[config.mk]
export PLATFORM = sky130hd
export DESIGN_NAME = bsg_link_ct_reset_sequencer_flat
export DESIGN_NICKNAME = d
export VERILOG_FILES = /design/src/rtl/bsg_link_ct_reset_sequencer_pkg.sv /design/src/rtl/bsg_link_ct_reset_sequencer_if.sv /design/src/rtl/bsg_link_ct_reset_sequencer_timer.sv /design/src/rtl/bsg_link_ct_reset_sequencer.sv /design/src/flat_wrapper.sv
export SDC_FILE = /design/constraint.sdc
export NUM_CORES = 1
export LEC_CHECK = 0
export ABC_CLOCK_PERIOD_IN_PS = 3850
export CAP_MARGIN = 20
export CORE_ASPECT_RATIO = 1.4
export CORE_MARGIN = 2
export CORE_UTILIZATION = 35
export CTS_CLUSTER_SIZE = 30
export DETAILED_ROUTE_END_ITERATION = 10
export PLACE_DENSITY = 0.66
export SYNTH_ARGS = -nofsm -noshare
export SYNTH_HDL_FRONTEND = slang
export SYNTH_SLANG_ARGS = --single-unit
[constraint.sdc]
create_clock -name clk_i -period 3.85 [get_ports clk_i]
set_clock_uncertainty 0.05 [all_clocks]
set_input_delay 1.155 -clock clk_i [delete_from_list [all_inputs] [get_ports clk_i]]
set_output_delay 1.155 -clock clk_i [all_outputs]
set_load 0.01 [all_outputs]
[src/rtl/bsg_link_ct_reset_sequencer_pkg.sv]
// Shared types for the link/channel-tunnel reset sequencer.
//   bsg_link_ct_state_e  : sequencer FSM states
//   bsg_link_ct_resets_s : the seven reset bits, ordered token, up_io, down_io,
//                          up_core, down_core, ct, fifo (tag payload order)
//   state_resets()       : reset bit pattern driven while in a given state
package bsg_link_ct_seq_pkg;

  typedef enum logic [3:0] {
    IDLE     = 4'd0,
    ASSERT   = 4'd1,
    TOKEN_HI = 4'd2,
    TOKEN_LO = 4'd3,
    UP_IO    = 4'd4,
    DOWN_IO  = 4'd5,
    CORE     = 4'd6,
    CT       = 4'd7,
    DONE     = 4'd8
  } bsg_link_ct_state_e;

  typedef struct packed {
    logic token;
    logic up_io;
    logic down_io;
    logic up_core;
    logic down_core;
    logic ct;
    logic fifo;
  } bsg_link_ct_resets_s;

  // Everything held in reset, no token pulse.
  localparam bsg_link_ct_resets_s resets_held_lp = 7'b0111111;

  // Releases accumulate as the FSM advances, so each bit is simply "has the
  // sequence reached the step that frees it yet".
  function automatic bsg_link_ct_resets_s state_resets(input bsg_link_ct_state_e st);
    bsg_link_ct_resets_s r;
    r           = resets_held_lp;
    r.token     = (st == TOKEN_HI);
    r.up_io     = !(st inside {UP_IO, DOWN_IO, CORE, CT, DONE});
    r.down_io   = !(st inside {DOWN_IO, CORE, CT, DONE});
    r.up_core   = !(st inside {CORE, CT, DONE});
    r.down_core = r.up_core;
    r.ct        = !(st inside {CT, DONE});
    r.fifo      = r.ct;
    return r;
  endfunction

endpackage

[src/rtl/bsg_link_ct_reset_sequencer_if.sv]
// Request/reset bundle between the sequencer and the link/tunnel wrapper.
//   start_i, hold_cycles_i : sequence request and per-step hold length
//   *_reset_o              : reset bits consumed by the wrapper
//   busy_o, done_o         : sequence status
// master = sequencer side, slave = requester/consumer side.
interface bsg_link_ct_reset_sequencer_if #(parameter int wait_width_p = 8);

  logic                    start_i;
  logic [wait_width_p-1:0] hold_cycles_i;
  logic                    async_token_reset_o;
  logic                    up_io_reset_o;
  logic                    down_io_reset_o;
  logic                    up_core_reset_o;
  logic                    down_core_reset_o;
  logic                    ct_reset_o;
  logic                    fifo_reset_o;
  logic                    busy_o;
  logic                    done_o;

  modport master (
    input  start_i, hold_cycles_i,
    output async_token_reset_o, up_io_reset_o, down_io_reset_o,
           up_core_reset_o, down_core_reset_o, ct_reset_o, fifo_reset_o,
           busy_o, done_o
  );

  modport slave (
    output start_i, hold_cycles_i,
    input  async_token_reset_o, up_io_reset_o, down_io_reset_o,
           up_core_reset_o, down_core_reset_o, ct_reset_o, fifo_reset_o,
           busy_o, done_o
  );

endinterface

[src/rtl/bsg_link_ct_reset_sequencer_timer.sv]
// Per-step hold counter for the reset sequencer.
//   clk_i, reset_n_i : clock, synchronous active-low reset
//   load_i           : restart counting from zero
//   limit_i          : terminal count value
//   terminal_o       : count has reached limit_i
module bsg_link_ct_seq_timer #(
  parameter int width_p = 8
) (
  input  logic               clk_i,
  input  logic               reset_n_i,
  input  logic               load_i,
  input  logic [width_p-1:0] limit_i,
  output logic               terminal_o
);

  logic [width_p-1:0] count_q, count_d;

  // Next count: restart on load, otherwise increment.
  always_comb begin
    count_d = count_q + {{(width_p-1){1'b0}}, 1'b1};
    if (load_i) begin
      count_d = '0;
    end else begin
      count_d = count_q + {{(width_p-1){1'b0}}, 1'b1};
    end
  end

  // Count register.
  always_ff @(posedge clk_i) begin
    if (!reset_n_i) begin
      count_q <= '0;
    end else begin
      count_q <= count_d;
    end
  end

  assign terminal_o = (count_q == limit_i);

endmodule

[src/rtl/bsg_link_ct_reset_sequencer.sv]
// Orders the reset release of one DDR IO link plus channel-tunnel endpoint:
// hold all, pulse the async token reset, then release up IO, down IO, both
// core links, and finally tunnel + hop FIFO.
//   clk_i, reset_n_i : clock, synchronous active-low reset
//   link_if (master) : start/hold request in, reset bits and busy/done out
// All outputs are registered; outputs in a cycle reflect the state held in it.
module bsg_link_ct_reset_sequencer
  import bsg_link_ct_seq_pkg::*;
#(
  parameter int wait_width_p         = 8,
  parameter int token_pulse_cycles_p = 4
) (
  input  logic                          clk_i,
  input  logic                          reset_n_i,
  bsg_link_ct_reset_sequencer_if.master link_if
);

  localparam logic [wait_width_p-1:0] one_lp        = wait_width_p'(1);
  localparam logic [wait_width_p-1:0] token_last_lp = wait_width_p'(token_pulse_cycles_p - 1);

  bsg_link_ct_state_e      state_q, state_d;
  logic [wait_width_p-1:0] hold_q, hold_d;
  bsg_link_ct_resets_s     resets_q, resets_d;
  logic                    busy_q, busy_d;
  logic                    done_q, done_d;
  logic [wait_width_p-1:0] limit;
  logic                    timer_load;
  logic                    terminal;

  bsg_link_ct_seq_timer #(.width_p(wait_width_p)) timer (
    .clk_i      (clk_i),
    .reset_n_i  (reset_n_i),
    .load_i     (timer_load),
    .limit_i    (limit),
    .terminal_o (terminal)
  );

  // Next-state, step limit and next registered outputs.
  always_comb begin
    state_d = state_q;
    hold_d  = hold_q;
    limit   = hold_q - one_lp;
    case (state_q)
      IDLE, DONE: begin
        if (link_if.start_i) begin
          state_d = ASSERT;
          hold_d  = (link_if.hold_cycles_i == '0) ? one_lp : link_if.hold_cycles_i;
        end else begin
          state_d = state_q;
        end
      end
      ASSERT: begin
        // ASSERT absorbs the start-acceptance cycle, so it runs one cycle
        // longer than the other timed steps (terminal at hold, not hold-1).
        limit = hold_q;
        if (terminal) state_d = TOKEN_HI;
        else          state_d = state_q;
      end
      TOKEN_HI: begin
        limit = token_last_lp;
        if (terminal) state_d = TOKEN_LO;
        else          state_d = state_q;
      end
      TOKEN_LO: begin
        if (terminal) state_d = UP_IO;
        else          state_d = state_q;
      end
      UP_IO: begin
        if (terminal) state_d = DOWN_IO;
        else          state_d = state_q;
      end
      DOWN_IO: begin
        if (terminal) state_d = CORE;
        else          state_d = state_q;
      end
      CORE: begin
        if (terminal) state_d = CT;
        else          state_d = state_q;
      end
      CT: begin
        if (terminal) state_d = DONE;
        else          state_d = state_q;
      end
      default: begin
        state_d = IDLE;
      end
    endcase

    // Keep the counter parked at zero while waiting and restart it on every
    // step change, so each step sees a fresh count from its first cycle.
    timer_load = (state_d != state_q) || (state_q == IDLE) || (state_q == DONE);

    resets_d = state_resets(state_d);
    busy_d   = !(state_d inside {IDLE, DONE});
    done_d   = (state_d == DONE);
  end

  // State and output registers.
  always_ff @(posedge clk_i) begin
    if (!reset_n_i) begin
      state_q  <= IDLE;
      hold_q   <= one_lp;
      resets_q <= resets_held_lp;
      busy_q   <= 1'b0;
      done_q   <= 1'b0;
    end else begin
      state_q  <= state_d;
      hold_q   <= hold_d;
      resets_q <= resets_d;
      busy_q   <= busy_d;
      done_q   <= done_d;
    end
  end

  assign link_if.async_token_reset_o = resets_q.token;
  assign link_if.up_io_reset_o       = resets_q.up_io;
  assign link_if.down_io_reset_o     = resets_q.down_io;
  assign link_if.up_core_reset_o     = resets_q.up_core;
  assign link_if.down_core_reset_o   = resets_q.down_core;
  assign link_if.ct_reset_o          = resets_q.ct;
  assign link_if.fifo_reset_o        = resets_q.fifo;
  assign link_if.busy_o              = busy_q;
  assign link_if.done_o              = done_q;

endmodule

[src/flat_wrapper.sv]
// flat-port wrapper written by rule: the top's interface ports become plain ports
module bsg_link_ct_reset_sequencer_flat import bsg_link_ct_seq_pkg::*;
#(
  parameter int wait_width_p         = 8,
  parameter int token_pulse_cycles_p = 4
)
  (clk_i, reset_n_i, link_if_start_i, link_if_hold_cycles_i, link_if_async_token_reset_o, link_if_up_io_reset_o, link_if_down_io_reset_o, link_if_up_core_reset_o, link_if_down_core_reset_o, link_if_ct_reset_o, link_if_fifo_reset_o, link_if_busy_o, link_if_done_o);
  bsg_link_ct_reset_sequencer_if #(.wait_width_p(wait_width_p)) link_if_i ();
  input  logic clk_i;
  input  logic reset_n_i;
  input wire logic [$bits(link_if_i.start_i)-1:0] link_if_start_i;
  input wire logic [$bits(link_if_i.hold_cycles_i)-1:0] link_if_hold_cycles_i;
  output wire logic [$bits(link_if_i.async_token_reset_o)-1:0] link_if_async_token_reset_o;
  output wire logic [$bits(link_if_i.up_io_reset_o)-1:0] link_if_up_io_reset_o;
  output wire logic [$bits(link_if_i.down_io_reset_o)-1:0] link_if_down_io_reset_o;
  output wire logic [$bits(link_if_i.up_core_reset_o)-1:0] link_if_up_core_reset_o;
  output wire logic [$bits(link_if_i.down_core_reset_o)-1:0] link_if_down_core_reset_o;
  output wire logic [$bits(link_if_i.ct_reset_o)-1:0] link_if_ct_reset_o;
  output wire logic [$bits(link_if_i.fifo_reset_o)-1:0] link_if_fifo_reset_o;
  output wire logic [$bits(link_if_i.busy_o)-1:0] link_if_busy_o;
  output wire logic [$bits(link_if_i.done_o)-1:0] link_if_done_o;
  assign link_if_i.start_i = link_if_start_i;
  assign link_if_i.hold_cycles_i = link_if_hold_cycles_i;
  assign link_if_async_token_reset_o = link_if_i.async_token_reset_o;
  assign link_if_up_io_reset_o = link_if_i.up_io_reset_o;
  assign link_if_down_io_reset_o = link_if_i.down_io_reset_o;
  assign link_if_up_core_reset_o = link_if_i.up_core_reset_o;
  assign link_if_down_core_reset_o = link_if_i.down_core_reset_o;
  assign link_if_ct_reset_o = link_if_i.ct_reset_o;
  assign link_if_fifo_reset_o = link_if_i.fifo_reset_o;
  assign link_if_busy_o = link_if_i.busy_o;
  assign link_if_done_o = link_if_i.done_o;
  bsg_link_ct_reset_sequencer #(.wait_width_p(wait_width_p), .token_pulse_cycles_p(token_pulse_cycles_p)) u_core (.clk_i(clk_i), .reset_n_i(reset_n_i), .link_if(link_if_i));
endmodule
==> results of run 1 <==
## worst max-delay path by stage
| stage | end | cells past startpoint | startpoint |
|---|---|---|---|
| 6_report | u_core.timer.count_q[4] | 10 | u_core.hold_q[0] |
| 4_1_cts | u_core.timer.count_q[4] | 10 | u_core.hold_q[0] |
| 3_5_place_dp | u_core.link_if.down_io_reset_o | 5 | reset_n_i |
| 3_3_place_gp | u_core.timer.count_q[5] | 4 | reset_n_i |
| 5_1_grt | u_core.timer.count_q[2] | 8 | u_core.state_q[1] |
| 2_1_floorplan | u_core.link_if.async_token_reset_o | 9 | u_core.hold_q[2] |
## routing by layer
| metal | GRT usage, % | routed length (µm) |
|---|---|---|
| met1 | 17.0 | 1520 |
| met2 | 25.3 | 1820 |
| met3 | 1.23 | 46 |
| met4 | 6.96 | 83 |
| met5 | 0 | 0 |
## area by class of cell
type	instances	area, µm²
sequential	27	541
timing repair buffer	21	205
multi-input combinational	149	980
tap	62	77.6
clock buffer	4	45.0
inverter	6	22.5
fill	476	2630
## metrics by stage
step | total power [mW] | instances | util, % | instance area (µm²)
after floorplan | 0.457 | 195 | - | 1610
after global placement | 0.505 | 265 | 40.6 | 1830
after detailed placement | 0.507 | 265 | 40.6 | 1830
after CTS | 0.664 | 269 | 41.6 | 1870
after global routing | 0.702 | 269 | 41.6 | 1870
final | 0.660 | 269 | 41.6 | 1870
## cell usage in the layout, fill, tap and decap left out, types with 4 or more instances in the layout
master	instances
and3_1	4
a21boi_0	8
inv_1	6
dfxtp_1	27
a21oi_1	6
nor2_1	19
nand2_1	22
o21ai_0	10
clkdlybuf4s50_1	19
xnor2_1	5
xor2_1	8
or4_1	4
nand3_1	8
## sequential cells by signal, indices dropped and copies added, names as in the netlist
| register | flops |
|---|---|
| u_core.link_if.done_o | 1 |
| u_core.link_if.fifo_reset_o | 1 |
| u_core.link_if.up_core_reset_o | 1 |
| u_core.link_if.async_token_reset_o | 1 |
| u_core.state_q | 4 |
| u_core.link_if.up_io_reset_o | 1 |
| u_core.timer.count_q | 8 |
| u_core.link_if.down_io_reset_o | 1 |
| u_core.link_if.busy_o | 1 |
| u_core.hold_q | 8 |
## worst register-to-register path: cells and delay by family, from the launching register on
family	cells	cell delay, ns
simple gates	7	1.83
compound gates	1	0.32
buf+inv	1	0.09
fa+ha+maj	1	0.24
flops	1	0.37
## where the power goes
part	total, mW	internal, mW	switching, mW	leakage, nW
clock	0.160	0.0740	0.0856	0.0228
sequential	0.319	0.294	0.0254	0.220
combinational	0.182	0.0854	0.0964	0.408
## cells by family (layout without fill, tap and decap cells)
family | count (synthesis) | after routing | synth area share, %
and+or+nand+nor | 88 | 88 | 31.4
AOI/OAI and AO/OA | 42 | 42 | 18.2
DFF | 27 | 27 | 33.5
buffers and inverters | 19 | 31 | 5.67
xor gates and xnor gates | 13 | 13 | 7.07
muxes | 4 | 4 | 2.56
adders and majority gates | 2 | 2 | 1.55
==> impl_metrics.tcl, run 1 <==
set metrics [dict create \
    die_width_um 61.4 \
    synth_nets 208 \
    slew_violations 0 \
    gp_congestion 0.812 \
    status "complete, no violations" \
    clk_latency_ns 0.27 \
    p_per_area_nw_per_um2 353 \
    io_pins 20 \
    overflow 0 \
    setup_violations 0 \
    fmax_mhz 338 \
    ctsHoldBuffers 0 \
    cp_num_buf_inv 1 \
    yosysMostFrequentCell "dfxtp_1" \
    p_leak_nw 0.650 \
    clock_sinks 27 \
    cts-root-buf "clkbuf_8" \
    antenna_cells 0 \
    cts_tree "yes" \
    fin_crit_sh_pct 76.9 \
    r2r_cells 10 \
    vias_per_cell 5.17 \
    synth_edf_count 0 \
    yosysWarnings 0 \
    yosys-top-cells-count "27 x dfxtp_1, 22 x nand2_1, 19 x nor2_1, 10 x o21ai_0" \
    drive_gt1_share_pct 8.21 \
    port_buffers 19 \
    holdPathStages 2 \
    hold_viol 0 \
    post_cts_buffers 0 \
    netlist_area_um2 1610 \
    syn2layout_area_growth_pct 16.1 \
    ant_nets 0 \
    cp-start-kind "register" \
    dp_hpwl_mm 2.63 \
    syn_inst 195 \
    cts_buffer_depth 2 \
    die_area_um2 5170 \
    worst_pin_slew_ns 0.530 \
    synth.area.top_cells "dfxtp_1 34%, nand2_1 5.1%, nor2_1 4.4%" \
    crit_chain "inv_1 > ha_1 > or3b_1 > or3_1 > a311o_1 > and3_1 > nand2_1 > nor2_1 > or3b_1 > nor2_1" \
    period_needed_ns 2.96 \
    required_ns 4.01 \
    endpoint_kind "register" \
    yosysTopAreaCell "dfxtp_1" \
    synth_async_sr_flop_share_pct 0 \
    rsz0062_at_grt "false" \
    ys_seq_elements 27 \
    maxSlewHeadroom_pct 64.4 \
    gr-usage-all-layers_pct 14.5 \
    wl_per_cell_um 12.9 \
    num_vias 1391 \
    hold_end "u_core.hold_q[5]" \
    initial_core_util_pct 35.8 \
    grt_max_degree 18 \
    cpLargestDelayFamily "simple AND/OR/NAND/NOR gates" \
    dp_slack_ns 0.726 \
    worst_path_max_delay_cell "or3b_1" \
    hold_start "u_core.hold_q[5]" \
    r2r-end "u_core.timer.count_q[4]" \
    cts.repair.resized 0 \
    cpPeakStageDelay_ns 0.49 \
    avgSynthCellArea_um2 8.26 \
    synth_cell_types 52 \
    holdWs_ns 0.445 \
    htree_levels 1 \
    fin_setup_tns_ns 0 \
    drcViolationCount 0 \
    cts_buffers 3 \
    reg2reg_slack_ns 0.89 \
    drtIter0Drc 23 \
    grt_pass1_wl_mm 5.86 \
    synth_ff_type "dfxtp_1" \
    grt_pass1_vias 1308 \
    yosysTopAreaCellShare_pct 33.5 \
    rows 29 \
    antenna_found_initial 0 \
    cap_violations 0 \
    worstReg2RegStart "u_core.hold_q[0]" \
    hold_path.class "register to register" \
    worst_slack_ns 0.889 \
    critPathArrivalTime_ns 3.12 \
    ir_drop_mv 0.183 \
    first_pass_iters 4 \
    clk_pin_slew_ns 0.09 \
    critPathMaxFanout 8 \
    crit_type "register to register" \
    fin_nets 221 \
    core_um2 4500 \
    die_y_um 84.3 \
    ys_seq_area_share_pct 33.5 \
    routed_wl_mm 3.47 \
]
Note: power is estimated with default switching activity, not from simulation.
==> run 2, diff against run 1 <==
Settings changed: ABC_CLOCK_PERIOD_IN_PS 3850 to 3000.
Clock period 3.85 ns to 3 ns, I/O delays scaled along.
==> impl_metrics.tcl, run 2 (synthesis gave the netlist of run 1 again) <==
set metrics [dict create \
    critPathArrivalTime_ns 2.94 \
    syn2layout_area_growth_pct 22.4 \
    htree_levels 1 \
    worst_pin_slew_ns 0.525 \
    cp-start-kind "register" \
    clk_pin_slew_ns 0.09 \
    setup_violations 0 \
    p_leak_nw 0.706 \
    switching_share_pct 32.0 \
    ant_nets 0 \
    cpLargestDelayFamily "simple AND/OR/NAND/NOR gates" \
    crit_chain "inv_1 > ha_4 > or3b_2 > o2111ai_2 > xor2_1 > and4bb_1 > nand3_2 > or4_1 > a21oi_2 > nor4b_2" \
    critPathMaxFanout 5 \
    rows 29 \
    cap_violations 0 \
    pwr-share-seq_pct 45.5 \
    crit_end "u_core.link_if.async_token_reset_o" \
    startpoint "u_core.hold_q[1]" \
    top_regs "u_core.hold_q (8), u_core.timer.count_q (8), u_core.state_q (4)" \
    p_sw_uw 282 \
    post_cts_buffers 0 \
    cts_tree "yes" \
    drive_gt1_share_pct 14.4 \
    grt_pass1_wl_mm 6.60 \
    mostFrequentLayoutCells "26 x dfxtp_1, 22 x nand2_1, 19 x nor2_1, 19 x clkdlybuf4s50_1, 11 x buf_4" \
    cts_buffers 3 \
    p_comb_share_pct 30.8 \
    dp_hpwl_mm 2.92 \
    ir_drop_mv 0.252 \
    worst_path_max_delay_cell "or4_1" \
    worstReg2RegStart "u_core.hold_q[1]" \
    period_needed_ns 2.84 \
    p_total_uw 881 \
    fin_util_pct 43.8 \
    hold_viol 0 \
    cts_buffer_depth 2 \
    fmax_mhz 353 \
    maxSlewHeadroom_pct 64.8 \
    crit_type "register to register" \
    antenna_found_initial 0 \
    endpoint_kind "register" \
    grt_pass1_vias 1412 \
    antenna_cells 0 \
    clock_sinks 27 \
    fin_nets 230 \
    rsz0062_at_grt "false" \
    wl_per_cell_um 13.8 \
    first_pass_iters 4 \
    routed_wl_mm 3.85 \
    slew_violations 0 \
    vias_per_cell 5.20 \
    die_width_um 61.4 \
    reg2reg_slack_ns 0.16 \
    die_area_um2 5170 \
    num_vias 1445 \
    power_frac_clock_pct 23.7 \
    layout_commonest_cell "dfxtp_1" \
    p_per_area_nw_per_um2 447 \
    r2r_cells 10 \
    required_ns 3.11 \
    initial_core_util_pct 35.8 \
    drtIter0Drc 33 \
    port_buffers 19 \
    r2r-end "u_core.link_if.async_token_reset_o" \
    io_pins 20 \
    status "complete, no violations" \
    gp_congestion 0.828 \
    p_int_uw 599 \
    clk_latency_ns 0.28 \
    grt_max_degree 15 \
    fin_setup_tns_ns 0 \
    cts-root-buf "clkbuf_8" \
    holdWs_ns 0.455 \
    overflow 0 \
    core_um2 4500 \
    fin_crit_sh_pct 94.5 \
    path_depth 10 \
    cp_num_buf_inv 1 \
    drcViolationCount 0 \
    cpPeakStageDelay_ns 0.52 \
    hold_path.class "register to register" \
    gr-usage-all-layers_pct 16.7 \
    die_y_um 84.3 \
]
-- run 2: area by class of cell --
class                      count  area [µm²]
tap                           62        77.6
clock buffer                   4        45.0
timing repair buffer          30         273
fill                         474        2530
sequential                    27         542
multi-input combinational    149        1010
inverter                       6        22.5
-- run 2: timing repair --
| action | in CTS | in global routing |
|---|---|---|
| gates resized for setup | 0 | 8 |
| setup endpoints to repair | 0 | 14 |
| endpoints found under the hold margin | 0 | 0 |
| hold buffers | 0 | 0 |
-- run 2: worst min path at each step --
stage	startpoint	end	slack, ns	cells past startpoint
after floorplan	u_core.timer.count_q[0]	u_core.timer.count_q[0]	0.40	1
after global placement	u_core.hold_q[5]	u_core.hold_q[5]	0.44	2
after detailed placement	u_core.hold_q[7]	u_core.hold_q[7]	0.43	2
after CTS	u_core.hold_q[7]	u_core.hold_q[7]	0.46	2
after global routing	u_core.hold_q[7]	u_core.hold_q[7]	0.48	2
final	u_core.hold_q[7]	u_core.hold_q[7]	0.45	2
-- run 2: metal layers --
metal	vias to the layer above	track usage, %	wire (µm)	part of all wire (%)
li1	737	-	-	-
met1	686	19.7	1560	41
met2	16	30.0	2160	56
met3	6	1.39	66	1.7
met4	0	5.80	62	1.6
met5	-	0	0	0
-- run 2: power groups by stage --
stage | clock network (mW) | registers (mW) | logic (mW)
after floorplan | 0 | 0.401 | 0.185
after global placement | 0 | 0.409 | 0.252
final | 0.209 | 0.400 | 0.271
after CTS | 0.215 | 0.400 | 0.256
after global routing | 0.228 | 0.406 | 0.301
after detailed placement | 0 | 0.408 | 0.255
-- run 2: stage by stage --
step | setup slack [ns] | cell area [µm²] | cells
global route | 0.0306 | 1970 | 278
global placement | 0.158 | 1890 | 274
CTS | 0.0868 | 1940 | 278
finish | 0.165 | 1970 | 278
detailed placement | 0.118 | 1890 | 274
floorplan | 0.351 | 1610 | 195
-- run 2: worst register-to-register path, stage by stage (launching register included) --
cell       delay (ns)
dfxtp_1          0.39
inv_1            0.09
ha_4             0.27
or3b_2           0.44
o2111ai_2        0.12
xor2_1           0.17
and4bb_1         0.26
nand3_2          0.13
or4_1            0.52
a21oi_2          0.20
nor4b_2          0.06
